[src/rtl/soc_cfg_pkg.sv]
// Shared definitions for the SoC configuration register block: register
// offsets, the bus FSM state type and the per-CPU slot ceiling.
package soc_cfg_pkg;

   localparam int CPU_MAX_LIMIT = 8;

   localparam logic [9:0] OFF_HW_ID     = 10'h000;
   localparam logic [9:0] OFF_CPU       = 10'h004;
   localparam logic [9:0] OFF_ICACHE    = 10'h008;
   localparam logic [9:0] OFF_DCACHE    = 10'h00C;
   localparam logic [9:0] OFF_L2        = 10'h010;
   localparam logic [9:0] OFF_MEM       = 10'h014;
   localparam logic [9:0] OFF_UART      = 10'h018;
   localparam logic [9:0] OFF_LOCK      = 10'h01C;
   localparam logic [9:0] OFF_UPTIME_LO = 10'h020;
   localparam logic [9:0] OFF_UPTIME_HI = 10'h024;
   localparam logic [9:0] OFF_BOOT0     = 10'h040;
   localparam logic [9:0] OFF_HALT      = 10'h080;

   typedef enum logic [1:0] {
      IDLE,
      ACCESS,
      RESP
   } state_t;

   // Cache-style geometry word: {nways[15:8], lines[7:0]}
   function automatic logic [31:0] pack_geom(input int nways, input int lines);
      return {16'h0000, 8'(nways), 8'(lines)};
   endfunction

endpackage

[src/rtl/soc_cfg_if.sv]
// APB3 bus bundle between a master and the configuration register slave.
interface soc_cfg_if;

   logic        i_psel;
   logic        i_penable;
   logic        i_pwrite;
   logic [9:0]  i_paddr;
   logic [31:0] i_pwdata;
   logic        o_pready;
   logic [31:0] o_prdata;
   logic        o_pslverr;

   modport master (
      output i_psel, i_penable, i_pwrite, i_paddr, i_pwdata,
      input  o_pready, o_prdata, o_pslverr
   );

   modport slave (
      input  i_psel, i_penable, i_pwrite, i_paddr, i_pwdata,
      output o_pready, o_prdata, o_pslverr
   );

endinterface

[src/rtl/soc_cfg_uptime.sv]
// 64-bit free-running uptime counter with an upper-half shadow captured when
// the lower half is read, so firmware sees a coherent 64-bit value.
module soc_cfg_uptime (
   input  logic        clk,
   input  logic        rst_n,
   input  logic        snap,
   output logic [31:0] count_lo,
   output logic [31:0] shadow
);

   logic [63:0] count;

   always_ff @(posedge clk or negedge rst_n) begin
      if (!rst_n) begin
         count  <= '0;
         shadow <= '0;
      end else begin
         count <= count + 64'd1;
         if (snap) shadow <= count[63:32];
      end
   end

   assign count_lo = count[31:0];

endmodule

[src/rtl/soc_cfg_regs.sv]
// APB3 SoC configuration/identification registers with boot vectors, halt
// mask and a sticky lock. Optional uptime counter under SOC_CFG_UPTIME_EN.
module soc_cfg_regs
   import soc_cfg_pkg::*;
#(
   parameter int          CPU_MAX           = 4,
   parameter int          WAIT_CYCLES       = 0,
   parameter logic [31:0] HW_ID             = 32'h2022_1101,
   parameter int          CPU_NUM           = 1,
   parameter int          ILOG2_LINES       = 7,
   parameter int          ILOG2_NWAYS       = 2,
   parameter int          DLOG2_LINES       = 7,
   parameter int          DLOG2_NWAYS       = 2,
   parameter int          L2_ENA            = 0,
   parameter int          L2_LOG2_LINES     = 9,
   parameter int          L2_LOG2_NWAYS     = 4,
   parameter int          BOOTROM_LOG2      = 16,
   parameter int          SRAM_LOG2         = 18,
   parameter int          UART_SPEEDUP      = 0,
   parameter logic [31:0] BOOT_ADDR_DEFAULT = 32'h0001_0000
) (
   input  logic                   i_clk,
   input  logic                   i_nrst,
   soc_cfg_if.slave               apb,
   output logic [CPU_MAX*32-1:0]  o_boot_addr,
   output logic [CPU_MAX-1:0]     o_halt,
   output logic                   o_locked
);

   localparam logic [2:0]         WAIT_LAST  = 3'((WAIT_CYCLES > 0) ? WAIT_CYCLES - 1 : 0);
   localparam logic [CPU_MAX-1:0] HALT_RESET = ~CPU_MAX'(1);

   state_t               state, state_nxt;
   logic [2:0]           wait_cnt, wait_cnt_nxt;
   logic                 resp_load;
   logic [31:0]          boot_q [CPU_MAX];
   logic [CPU_MAX-1:0]   halt_q;
   logic                 locked_q;
   logic [9:0]           off;
   logic [31:0]          rd_val, rd_data;
   logic                 mapped, writable, guarded, err, commit;
   logic [CPU_MAX-1:0]   boot_hit;
   logic [31:0]          uptime_lo, uptime_hi;
   logic                 pready_q, pslverr_q;
   logic [31:0]          prdata_q;
   logic                 unused_addr_bits;

   assign unused_addr_bits = ^apb.i_paddr[1:0];

`ifdef SOC_CFG_UPTIME_EN
   logic uptime_snap;

   assign uptime_snap = resp_load && !apb.i_pwrite && (off == OFF_UPTIME_LO);

   soc_cfg_uptime u_uptime (
      .clk      (i_clk),
      .rst_n    (i_nrst),
      .snap     (uptime_snap),
      .count_lo (uptime_lo),
      .shadow   (uptime_hi)
   );
`else
   assign uptime_lo = '0;
   assign uptime_hi = '0;
`endif

   always_ff @(posedge i_clk or negedge i_nrst) begin
      if (!i_nrst) begin
         state    <= IDLE;
         wait_cnt <= '0;
      end else begin
         state    <= state_nxt;
         wait_cnt <= wait_cnt_nxt;
      end
   end

   // With no wait states the access phase is empty, so setup goes straight to RESP
   // and o_pready lands in the first penable cycle.
   always_comb begin
      state_nxt    = state;
      wait_cnt_nxt = wait_cnt;
      case (state)
         IDLE: begin
            if (apb.i_psel && !apb.i_penable) begin
               wait_cnt_nxt = '0;
               state_nxt    = (WAIT_CYCLES == 0) ? RESP : ACCESS;
            end
         end
         ACCESS: begin
            if (!apb.i_psel)                state_nxt = IDLE;
            else if (wait_cnt == WAIT_LAST) state_nxt = RESP;
            else                            wait_cnt_nxt = wait_cnt + 3'd1;
         end
         RESP:    state_nxt = IDLE;
         default: state_nxt = IDLE;
      endcase
      resp_load = (state != RESP) && (state_nxt == RESP);
   end

   always_comb begin
      off      = {apb.i_paddr[9:2], 2'b00};
      rd_val   = '0;
      mapped   = 1'b1;
      writable = 1'b0;
      guarded  = 1'b0;
      boot_hit = '0;
      case (off)
         OFF_HW_ID:     rd_val = HW_ID;
         OFF_CPU:       rd_val = {23'h0, 1'(L2_ENA), 8'(CPU_NUM)};
         OFF_ICACHE:    rd_val = pack_geom(ILOG2_NWAYS, ILOG2_LINES);
         OFF_DCACHE:    rd_val = pack_geom(DLOG2_NWAYS, DLOG2_LINES);
         OFF_L2:        rd_val = pack_geom(L2_LOG2_NWAYS, L2_LOG2_LINES);
         OFF_MEM:       rd_val = pack_geom(SRAM_LOG2, BOOTROM_LOG2);
         OFF_UART:      rd_val = 32'(UART_SPEEDUP);
         OFF_UPTIME_LO: rd_val = uptime_lo;
         OFF_UPTIME_HI: rd_val = uptime_hi;
         OFF_LOCK: begin
            rd_val   = {31'h0, locked_q};
            writable = 1'b1;
         end
         OFF_HALT: begin
            rd_val   = 32'(halt_q);
            writable = 1'b1;
            guarded  = 1'b1;
         end
         default: begin
            mapped = 1'b0;
            for (int n = 0; n < CPU_MAX; n++) begin
               if (off == OFF_BOOT0 + 10'(4 * n)) begin
                  rd_val      = boot_q[n];
                  boot_hit[n] = 1'b1;
                  mapped      = 1'b1;
                  writable    = 1'b1;
                  guarded     = 1'b1;
               end
            end
         end
      endcase
      err     = !mapped || (apb.i_pwrite && (!writable || (guarded && locked_q)));
      rd_data = (apb.i_pwrite || err) ? '0 : rd_val;
      commit  = (state == RESP) && apb.i_psel && apb.i_pwrite && !err;
   end

   always_ff @(posedge i_clk or negedge i_nrst) begin
      if (!i_nrst) begin
         pready_q  <= 1'b0;
         prdata_q  <= '0;
         pslverr_q <= 1'b0;
      end else begin
         pready_q  <= resp_load;
         prdata_q  <= resp_load ? rd_data : '0;
         pslverr_q <= resp_load && err;
      end
   end

   // Bus values are held stable through the response cycle, so the write
   // decode is re-evaluated there rather than stored at the start of the access.
   always_ff @(posedge i_clk or negedge i_nrst) begin
      if (!i_nrst) begin
         for (int n = 0; n < CPU_MAX; n++) boot_q[n] <= BOOT_ADDR_DEFAULT;
         halt_q   <= HALT_RESET;
         locked_q <= 1'b0;
      end else if (commit) begin
         if (off == OFF_LOCK && apb.i_pwdata[0]) locked_q <= 1'b1;
         if (off == OFF_HALT) halt_q <= apb.i_pwdata[CPU_MAX-1:0];
         for (int n = 0; n < CPU_MAX; n++) begin
            if (boot_hit[n]) boot_q[n] <= {apb.i_pwdata[31:2], 2'b00};
         end
      end
   end

   always_comb begin
      o_boot_addr = '0;
      for (int n = 0; n < CPU_MAX; n++) o_boot_addr[32*n +: 32] = boot_q[n];
   end

   assign o_halt        = halt_q;
   assign o_locked      = locked_q;
   assign apb.o_pready  = pready_q;
   assign apb.o_prdata  = prdata_q;
   assign apb.o_pslverr = pslverr_q;

endmodule

[src/flat_wrapper.sv]
// flat-port wrapper written by rule: the top's interface ports become plain ports
module soc_cfg_regs_flat import soc_cfg_pkg::*;
#(
   parameter int          CPU_MAX           = 4,
   parameter int          WAIT_CYCLES       = 0,
   parameter logic [31:0] HW_ID             = 32'h2022_1101,
   parameter int          CPU_NUM           = 1,
   parameter int          ILOG2_LINES       = 7,
   parameter int          ILOG2_NWAYS       = 2,
   parameter int          DLOG2_LINES       = 7,
   parameter int          DLOG2_NWAYS       = 2,
   parameter int          L2_ENA            = 0,
   parameter int          L2_LOG2_LINES     = 9,
   parameter int          L2_LOG2_NWAYS     = 4,
   parameter int          BOOTROM_LOG2      = 16,
   parameter int          SRAM_LOG2         = 18,
   parameter int          UART_SPEEDUP      = 0,
   parameter logic [31:0] BOOT_ADDR_DEFAULT = 32'h0001_0000
)
  (i_clk, i_nrst, o_boot_addr, o_halt, o_locked, apb_i_psel, apb_i_penable, apb_i_pwrite, apb_i_paddr, apb_i_pwdata, apb_o_pready, apb_o_prdata, apb_o_pslverr);
  soc_cfg_if apb_i ();
  input  logic i_clk;
  input  logic i_nrst;
  output logic [CPU_MAX*32-1:0] o_boot_addr;
  output logic [CPU_MAX-1:0] o_halt;
  output logic o_locked;
  input wire logic [$bits(apb_i.i_psel)-1:0] apb_i_psel;
  input wire logic [$bits(apb_i.i_penable)-1:0] apb_i_penable;
  input wire logic [$bits(apb_i.i_pwrite)-1:0] apb_i_pwrite;
  input wire logic [$bits(apb_i.i_paddr)-1:0] apb_i_paddr;
  input wire logic [$bits(apb_i.i_pwdata)-1:0] apb_i_pwdata;
  output wire logic [$bits(apb_i.o_pready)-1:0] apb_o_pready;
  output wire logic [$bits(apb_i.o_prdata)-1:0] apb_o_prdata;
  output wire logic [$bits(apb_i.o_pslverr)-1:0] apb_o_pslverr;
  assign apb_i.i_psel = apb_i_psel;
  assign apb_i.i_penable = apb_i_penable;
  assign apb_i.i_pwrite = apb_i_pwrite;
  assign apb_i.i_paddr = apb_i_paddr;
  assign apb_i.i_pwdata = apb_i_pwdata;
  assign apb_o_pready = apb_i.o_pready;
  assign apb_o_prdata = apb_i.o_prdata;
  assign apb_o_pslverr = apb_i.o_pslverr;
  soc_cfg_regs #(.CPU_MAX(CPU_MAX), .WAIT_CYCLES(WAIT_CYCLES), .HW_ID(HW_ID), .CPU_NUM(CPU_NUM), .ILOG2_LINES(ILOG2_LINES), .ILOG2_NWAYS(ILOG2_NWAYS), .DLOG2_LINES(DLOG2_LINES), .DLOG2_NWAYS(DLOG2_NWAYS), .L2_ENA(L2_ENA), .L2_LOG2_LINES(L2_LOG2_LINES), .L2_LOG2_NWAYS(L2_LOG2_NWAYS), .BOOTROM_LOG2(BOOTROM_LOG2), .SRAM_LOG2(SRAM_LOG2), .UART_SPEEDUP(UART_SPEEDUP), .BOOT_ADDR_DEFAULT(BOOT_ADDR_DEFAULT)) u_core (.i_clk(i_clk), .i_nrst(i_nrst), .apb(apb_i), .o_boot_addr(o_boot_addr), .o_halt(o_halt), .o_locked(o_locked));
endmodule
[config.mk]
export PLATFORM = sky130hd
export DESIGN_NAME = soc_cfg_regs_flat
export DESIGN_NICKNAME = d
export VERILOG_FILES = /design/src/rtl/soc_cfg_pkg.sv /design/src/rtl/soc_cfg_if.sv /design/src/rtl/soc_cfg_uptime.sv /design/src/rtl/soc_cfg_regs.sv /design/src/flat_wrapper.sv
export SDC_FILE = /design/constraint.sdc
export NUM_CORES = 1
export LEC_CHECK = 0
export BUFFER_PORTS_ARGS = -buffer_cell sky130_fd_sc_hd__buf_2
export CORE_UTILIZATION = 52
export CTS_CLUSTER_SIZE = 30
export DETAILED_ROUTE_END_ITERATION = 7
export HOLD_SLACK_MARGIN = 0.05
export PLACE_DENSITY = 0.8
export SLEW_MARGIN = 15
export SYNTH_ARGS = -nofsm -noshare
export SYNTH_HDL_FRONTEND = slang
export SYNTH_HIERARCHICAL = 1
export SYNTH_SLANG_ARGS = --single-unit
[constraint.sdc]
create_clock -name i_clk -period 2.26 [get_ports i_clk]
set_input_delay 0.113 -clock i_clk [delete_from_list [all_inputs] [get_ports i_clk]]
set_output_delay 0.113 -clock i_clk [all_outputs]
set_load 0.005 [all_outputs]
==> results.py, run 1 <==
metrics = {
    "status": {
        "run_status": "finished, final reports clean",
    },
    "global_routing": {
        "grt.overflow.total": 0,
        "tot_gr_track_use_pct": 27.7,
        "antenna_violations_before_repair": 0,
        "grt_pass1_vias": 5652,
        "grt_start_max_net_pins": 61,
        "grt_pass1_wl_mm": 30.7,
    },
    "setup_path": {
        "timing_worst_setup_path_type": "reg2reg",
        "path_cells": "nand4b_2, nor2_1, buf_4, nand4b_4, buf_12, mux2_4",
        "critPathArrivalTime_ns": 2.36,
        "rrSetupSlack_ns": 0.20,
        "crit_buf_inv": 2,
        "critical_path_peak_fanout": 25,
        "critical-path-top-delay-family": "simple AND/OR/NAND/NOR gates",
        "startpoint_type": "flop",
        "cp_slowest_stage_delay_ns": 0.46,
        "worst-endpoint-required_ns": 2.56,
        "critical_path.endpoint_type": "flop",
        "critical-path-slowest-cell": "sky130_fd_sc_hd__dfrtp_1",
    },
    "drt": {
        "post_drt_via_cell_ratio": 5.64,
        "detailroute.via_count": 5333,
        "wl_mm": 19.7,
        "pre_repair_dr_iteration_count": 5,
        "remaining_drc_errors": 0,
        "drt_iter0_markers": 342,
        "postRouteAntennaNets": 0,
        "drt-wirelength-per-cell_um": 20.9,
    },
    "logic_synthesis": {
        "yosys_register_bits": 164,
        "synth_edf_count": 0,
        "synth_top_cell_by_area": "sky130_fd_sc_hd__dfrtp_1",
        "yosys-top-cells-count": "157 x sky130_fd_sc_hd__dfrtp_1, 73 x sky130_fd_sc_hd__mux2_2, 71 x sky130_fd_sc_hd__mux2_4",
        "netlist.area_leader.share_pct": 52.5,
        "synth_cell_types": 43,
        "ys_top_cells_by_area": "sky130_fd_sc_hd__dfrtp_1 53%, sky130_fd_sc_hd__mux2_4 14%, sky130_fd_sc_hd__mux2_2 11%, sky130_fd_sc_hd__mux4_2 3.3%, sky130_fd_sc_hd__nor3_1 2.8%",
        "synth.yosys.warnings": 6,
        "synth_most_common_cell": "sky130_fd_sc_hd__dfrtp_1",
        "synthFlopType": "sky130_fd_sc_hd__dfrtp_1",
        "synth-seq-area-share_pct": 55.0,
        "synth_area_sq_um": 7480,
        "async_reset_ff_share_pct": 100,
        "postSynthCellCount": 509,
        "syn_avg_cell_area_sq_um": 14.7,
    },
    "clock_tree": {
        "cts_tree": "done",
        "cts_made_buffers": 17,
        "cts_num_sinks": 164,
        "post_cts_setup_inserts": 0,
        "clk_root_buffer_cell": "sky130_fd_sc_hd__clkbuf_16",
        "h-tree-depth": 4,
        "worst_skew_pair.late_latency_ns": 0.43,
        "cts.path.max_buffers": 2,
        "clk_pin_slew_worst_paths_ns": 0.06,
    },
    "pwr": {
        "power.ir.vdd_worst_mv": 0.433,
        "total_power_mw": 6.36,
        "pwr_density_cell_nw_per_um2": 660,
        "cellLeakagePower_nw": 5.39,
    },
    "layout": {
        "fin_area_sq_um": 9650,
        "syn2layout_area_growth_pct": 29.0,
        "drive_above_1_share_pct": 55.5,
        "antenna_cells_inserted": 0,
        "finalNetCount": 802,
    },
    "die": {
        "die_area_sq_um": 14900,
        "num_rows": 43,
        "chipWidth_um": 122,
        "fp.dieH_um": 122,
        "core-area_sq_um": 13900,
        "i_o_pins": 214,
        "initial_utilization_pct": 53.7,
    },
    "timing": {
        "unrepaired_setup_endpoints_after_global_routing": "false",
        "hold_violations": 0,
        "finalMaxSlewViolations": 0,
        "tightest_slew_ns": 0.987,
        "min_period_over_period_pct": 91.0,
        "setup-violations-final": 0,
        "final.setup.tns_ns": 0,
        "timing.clock.skew_ns": 0.00845,
        "timing.final.crit_period_ns": 2.06,
        "max_slew_margin_pct": 34.2,
        "whs_ns": 0.0937,
        "maxClockFrequency_mhz": 486,
        "layout_setup_ws_ns": 0.204,
    },
    "placed_design": {
        "post-place-ws_ns": 0.105,
        "port_buffers": 203,
        "routabilityCongestion": 0.820,
        "postPlaceCellArea_sq_um": 8680,
        "dpl.hpwl_mm": 13.0,
    },
    "flow_run": {
        "drv_cap": 0,
    },
    "hold_path": {
        "min-delay-path-class": "in2reg",
    },
}
[worst reg2reg max path, stage by stage (launching register included)]
cell	delay, ns
sky130_fd_sc_hd__dfrtp_1	0.46
sky130_fd_sc_hd__nand4b_2	0.31
sky130_fd_sc_hd__nor2_1	0.14
sky130_fd_sc_hd__buf_4	0.18
sky130_fd_sc_hd__nand4b_4	0.23
sky130_fd_sc_hd__buf_12	0.28
sky130_fd_sc_hd__mux2_4	0.34
[flip-flops by register name, summed over array words and instances (netlist names)]
| signal | flops |
|---|---|
| u_core/o_boot_addr | 120 |
| u_core/apb.o_prdata | 32 |
| u_core/o_halt | 4 |
| u_core/wait_cnt | 3 |
| u_core/state | 2 |
| u_core/apb.o_pready | 1 |
| u_core/apb.o_pslverr | 1 |
| u_core/o_locked | 1 |
[metrics by stage]
step | util [%] | instances
after floorplan | - | 516
after CTS | 69.1 | 946
after global placement | 62.3 | 881
after detailed placement | 62.3 | 881
after global routing | 69.3 | 946
final | 69.3 | 946
[layout make-up]
cell class,instances,area (sq um)
timing repair buffer,255,1550
sequential,164,4110
inverter,6,22.5
clock buffer,25,505
fill,947,4280
multi-input combinational,309,3120
tap,180,225
clock inverter,7,120
[timing repair]
| item | CTS | global route |
|---|---|---|
| hold buffers | 33 | 0 |
| endpoints found under the hold margin | 181 | 0 |
| gates resized for setup | 0 | 2 |
| endpoints found under the setup margin | 0 | 13 |
[routing by layer]
layer	track usage [%]	routed length, um	vias to the layer above
li1	-	-	2326
met2	45.0	9930	257
met4	10.4	309	0
met3	8.61	1590	29
met1	34.8	7920	2721
met5	0	0	-
[cell usage in the layout (no fill, tap or decap), drive strengths merged, types with 8 or more instances in the layout]
cell type	count
buf	222
dfrtp	157
mux2	144
nor3	43
dlygate4sd3	33
clkbuf	25
o22ai	19
nand2	14
mux4	11
a21oi	11
nor2	10
conb	8
[kinds of logic after synthesis]
| kind of cell | synth area share [%] |
|---|---|
| AND/OR/NAND/NOR | 7.91 |
| buffers and inverters | 3.88 |
| other | 0.0501 |
| AO/OA/AOI/OAI | 4.27 |
| flip-flops | 55.0 |
| multiplexers | 28.6 |
| adder cells (fa/ha/maj) | 0.335 |
[worst paths after layout]
kind,start,endpoint,depth (start not counted)
worst max-delay path,u_core/state[0],u_core/o_boot_addr[70],6
worst min-delay path,apb_i_paddr[5],u_core/apb.o_prdata[1],4
worst max register to register,u_core/state[0],u_core/o_boot_addr[70],6
worst min register to register,u_core/o_boot_addr[6],u_core/o_boot_addr[6],1
max in group asynchronous,i_nrst,u_core/o_boot_addr[31],3
min in group asynchronous,i_nrst,u_core/o_boot_addr[14],2
[report_power, final]
part / leakage [nW] / switching, mW / internal, mW
clock: 0.304 / 1.14 / 1.89
sequential: 2.26 / 0.0143 / 2.96
combinational: 2.83 / 0.210 / 0.155
total: 5.39 / 1.36 / 5.00
No activity file was read; power rests on OpenSTA's default activity.
==> run 2, diff against run 1 <==
--- a/config.mk
+++ b/config.mk
@@ -6,11 +6,13 @@
 export NUM_CORES = 1
 export LEC_CHECK = 0
 export BUFFER_PORTS_ARGS = -buffer_cell sky130_fd_sc_hd__buf_2
-export CORE_UTILIZATION = 52
+export CORE_UTILIZATION = 54
+export CTS_BUF_LIST = sky130_fd_sc_hd__clkbuf_8
 export CTS_CLUSTER_SIZE = 30
 export DETAILED_ROUTE_END_ITERATION = 7
 export HOLD_SLACK_MARGIN = 0.05
-export PLACE_DENSITY = 0.8
+export PLACE_DENSITY = 0.83
+export REMOVE_ABC_BUFFERS = 1
 export SLEW_MARGIN = 15
 export SYNTH_ARGS = -nofsm -noshare
 export SYNTH_HDL_FRONTEND = slang
==> run 2 against run 1 <==
Cell area down 1.3%. Clock power down 22%. Core utilization up 1.8 points. Sequential share of layout area up 0.56 points. Sequential power about the same. Sequential cell count unchanged. Global-route usage up 1.4 points. Largest cell class unchanged. Largest power group is now registers. Highest routed layer is now met5.
==> results.py, run 2 (same netlist as run 1, synthesis figures left out) <==
metrics = {
    "die": {
        "chipWidth_um": 120,
        "initial_utilization_pct": 55.8,
        "core-area_sq_um": 13400,
        "die_area_sq_um": 14300,
        "i_o_pins": 214,
        "num_rows": 42,
        "fp.dieH_um": 120,
    },
    "timing": {
        "setup-violations-final": 0,
        "hold_violations": 0,
        "max_slew_margin_pct": 62.7,
        "timing.final.crit_period_ns": 2.08,
        "unrepaired_setup_endpoints_after_global_routing": "false",
        "final.setup.tns_ns": 0,
        "whs_ns": 0.0818,
        "finalMaxSlewViolations": 0,
        "min_period_over_period_pct": 92.2,
        "maxClockFrequency_mhz": 480,
        "layout_setup_ws_ns": 0.176,
        "tightest_slew_ns": 0.560,
        "timing.clock.skew_ns": 0.0102,
    },
    "placed_design": {
        "port_buffers": 203,
        "postPlaceCellArea_sq_um": 8680,
        "placedCellCount": 882,
        "dpl.hpwl_mm": 13.1,
        "post-place-ws_ns": 0.228,
        "routabilityCongestion": 0.856,
    },
    "clock_tree": {
        "cts.path.max_buffers": 2,
        "worst_skew_pair.late_latency_ns": 0.46,
        "clk_pin_slew_worst_paths_ns": 0.08,
        "number_of_gates_resized_after_cts": 0,
        "clk_root_buffer_cell": "sky130_fd_sc_hd__clkbuf_8",
        "h-tree-depth": 4,
        "cts_num_sinks": 164,
        "cts_made_buffers": 17,
        "cts_tree": "done",
    },
    "global_routing": {
        "tot_gr_track_use_pct": 29.1,
        "grt.overflow.total": 0,
        "grt_start_max_net_pins": 61,
        "grt_pass1_wl_mm": 31.5,
        "grt_pass1_vias": 5830,
        "antenna_violations_before_repair": 1,
    },
    "setup_path": {
        "startpoint_type": "flop",
        "critPathArrivalTime_ns": 2.45,
        "critical_path_peak_fanout": 19,
        "regToRegStartpoint": "u_core/wait_cnt[0]",
        "ff2ff_path_depth": 7,
        "critical_path.endpoint_type": "flop",
        "timing_worst_setup_path_type": "reg2reg",
        "worst_setup_path_endpoint": "u_core/apb.o_prdata[25]",
        "crit_start": "u_core/wait_cnt[0]",
        "rrSetupSlack_ns": 0.18,
        "worst-endpoint-required_ns": 2.63,
        "timing.rr.end": "u_core/apb.o_prdata[25]",
    },
    "flow_run": {
        "drv_cap": 0,
    },
    "hold_path": {
        "min-delay-path-class": "in2reg",
        "holdPathStages": 4,
    },
    "layout": {
        "largest_register_ffs": 120,
        "syn2layout_area_growth_pct": 27.4,
        "stdcell_count": 953,
        "fillerInstances": 858,
        "drive_above_1_share_pct": 55.6,
        "leading_cell_type_in_the_layout_fill_and_taps_excluded": "sky130_fd_sc_hd__buf_2",
        "finalNetCount": 814,
        "antenna_cells_inserted": 0,
        "fin_area_sq_um": 9530,
        "layout_common_cells": "202 x sky130_fd_sc_hd__buf_2, 157 x sky130_fd_sc_hd__dfrtp_1, 73 x sky130_fd_sc_hd__mux2_2",
    },
    "status": {
        "run_status": "finished, final reports clean",
    },
    "drt": {
        "postRouteAntennaNets": 0,
        "detailroute.via_count": 5456,
        "pre_repair_dr_iteration_count": 5,
        "remaining_drc_errors": 0,
        "drt_iter0_markers": 393,
        "wl_mm": 19.8,
        "drt-wirelength-per-cell_um": 20.8,
        "post_drt_via_cell_ratio": 5.73,
    },
    "pwr": {
        "power.ir.vdd_worst_mv": 0.557,
        "pwr_density_cell_nw_per_um2": 597,
        "cellLeakagePower_nw": 5.31,
    },
}
-- run 2: cell types whose count changed in the layout (fill, tap and decap cells not counted), moves of 2 or more --
cell,before,now
sky130_fd_sc_hd__clkinvlp_4,1,6
sky130_fd_sc_hd__buf_4,15,22
sky130_fd_sc_hd__clkbuf_1,3,0
sky130_fd_sc_hd__buf_12,4,2
sky130_fd_sc_hd__clkbuf_16,17,0
sky130_fd_sc_hd__clkbuf_8,5,19
sky130_fd_sc_hd__dlygate4sd3_1,33,40
-- run 2: metal layers --
layer	up-vias	global-route usage, %	part of all wire [%]
li1	2357	-	-
met1	2798	36.9	41
met2	262	47.1	49
met3	37	7.98	7.9
met4	2	12.3	2.3
met5	-	0	0.066
-- run 2: timing repair --
item                                   in CTS  in global routing
buffers inserted                            0                  0
setup endpoints to repair                   0                  0
endpoints found under the hold margin     186                  0
hold buffers                               40                  0
-- run 2: worst max-delay path, stage by stage, from the launching register on --
cell                        delay (ns)
sky130_fd_sc_hd__dfrtp_1          0.43
sky130_fd_sc_hd__inv_1            0.08
sky130_fd_sc_hd__ha_1             0.18
sky130_fd_sc_hd__nand2b_1         0.13
sky130_fd_sc_hd__a2111oi_2        0.58
sky130_fd_sc_hd__nand2_2          0.08
sky130_fd_sc_hd__buf_4            0.23
sky130_fd_sc_hd__nor3_1           0.25
-- run 2: power breakdown --
group	leakage, nW	internal, mW	switching [mW]
clock network	0.202	1.26	1.09
logic	2.85	0.165	0.215
registers	2.26	2.95	0.0145
total	5.31	4.37	1.32
-- run 2: area by class of cell --
type	count	area (sq um)	share of cell area, %
Clock inverter	12	179	1.88
Multi-Input combinational cell	309	3100	32.6
Tap cell	176	220	2.31
Sequential cell	164	4110	43.2
Clock buffer	19	262	2.75
Inverter	6	22.5	0.236
Timing Repair Buffer	267	1630	17.1
-- run 2: through the flow --
step	util (%)	total power, mW
after floorplan	-	3.12
after global placement	64.8	3.33
after detailed placement	64.8	3.35
after CTS	71.1	5.71
after global routing	71.1	5.89
final	71.1	5.69
-- run 2: worst min-delay path by stage --
stage                              start                     end  slack, ns
after floorplan                   i_nrst  u_core/apb.o_prdata[0]      -0.18
after global placement            i_nrst  u_core/o_boot_addr[17]       0.12
after detailed placement          i_nrst  u_core/o_boot_addr[17]       0.13
after CTS                 apb_i_paddr[4]  u_core/apb.o_prdata[1]       0.05
after global routing      apb_i_paddr[4]  u_core/apb.o_prdata[1]       0.13
final                     apb_i_paddr[4]  u_core/apb.o_prdata[1]       0.08
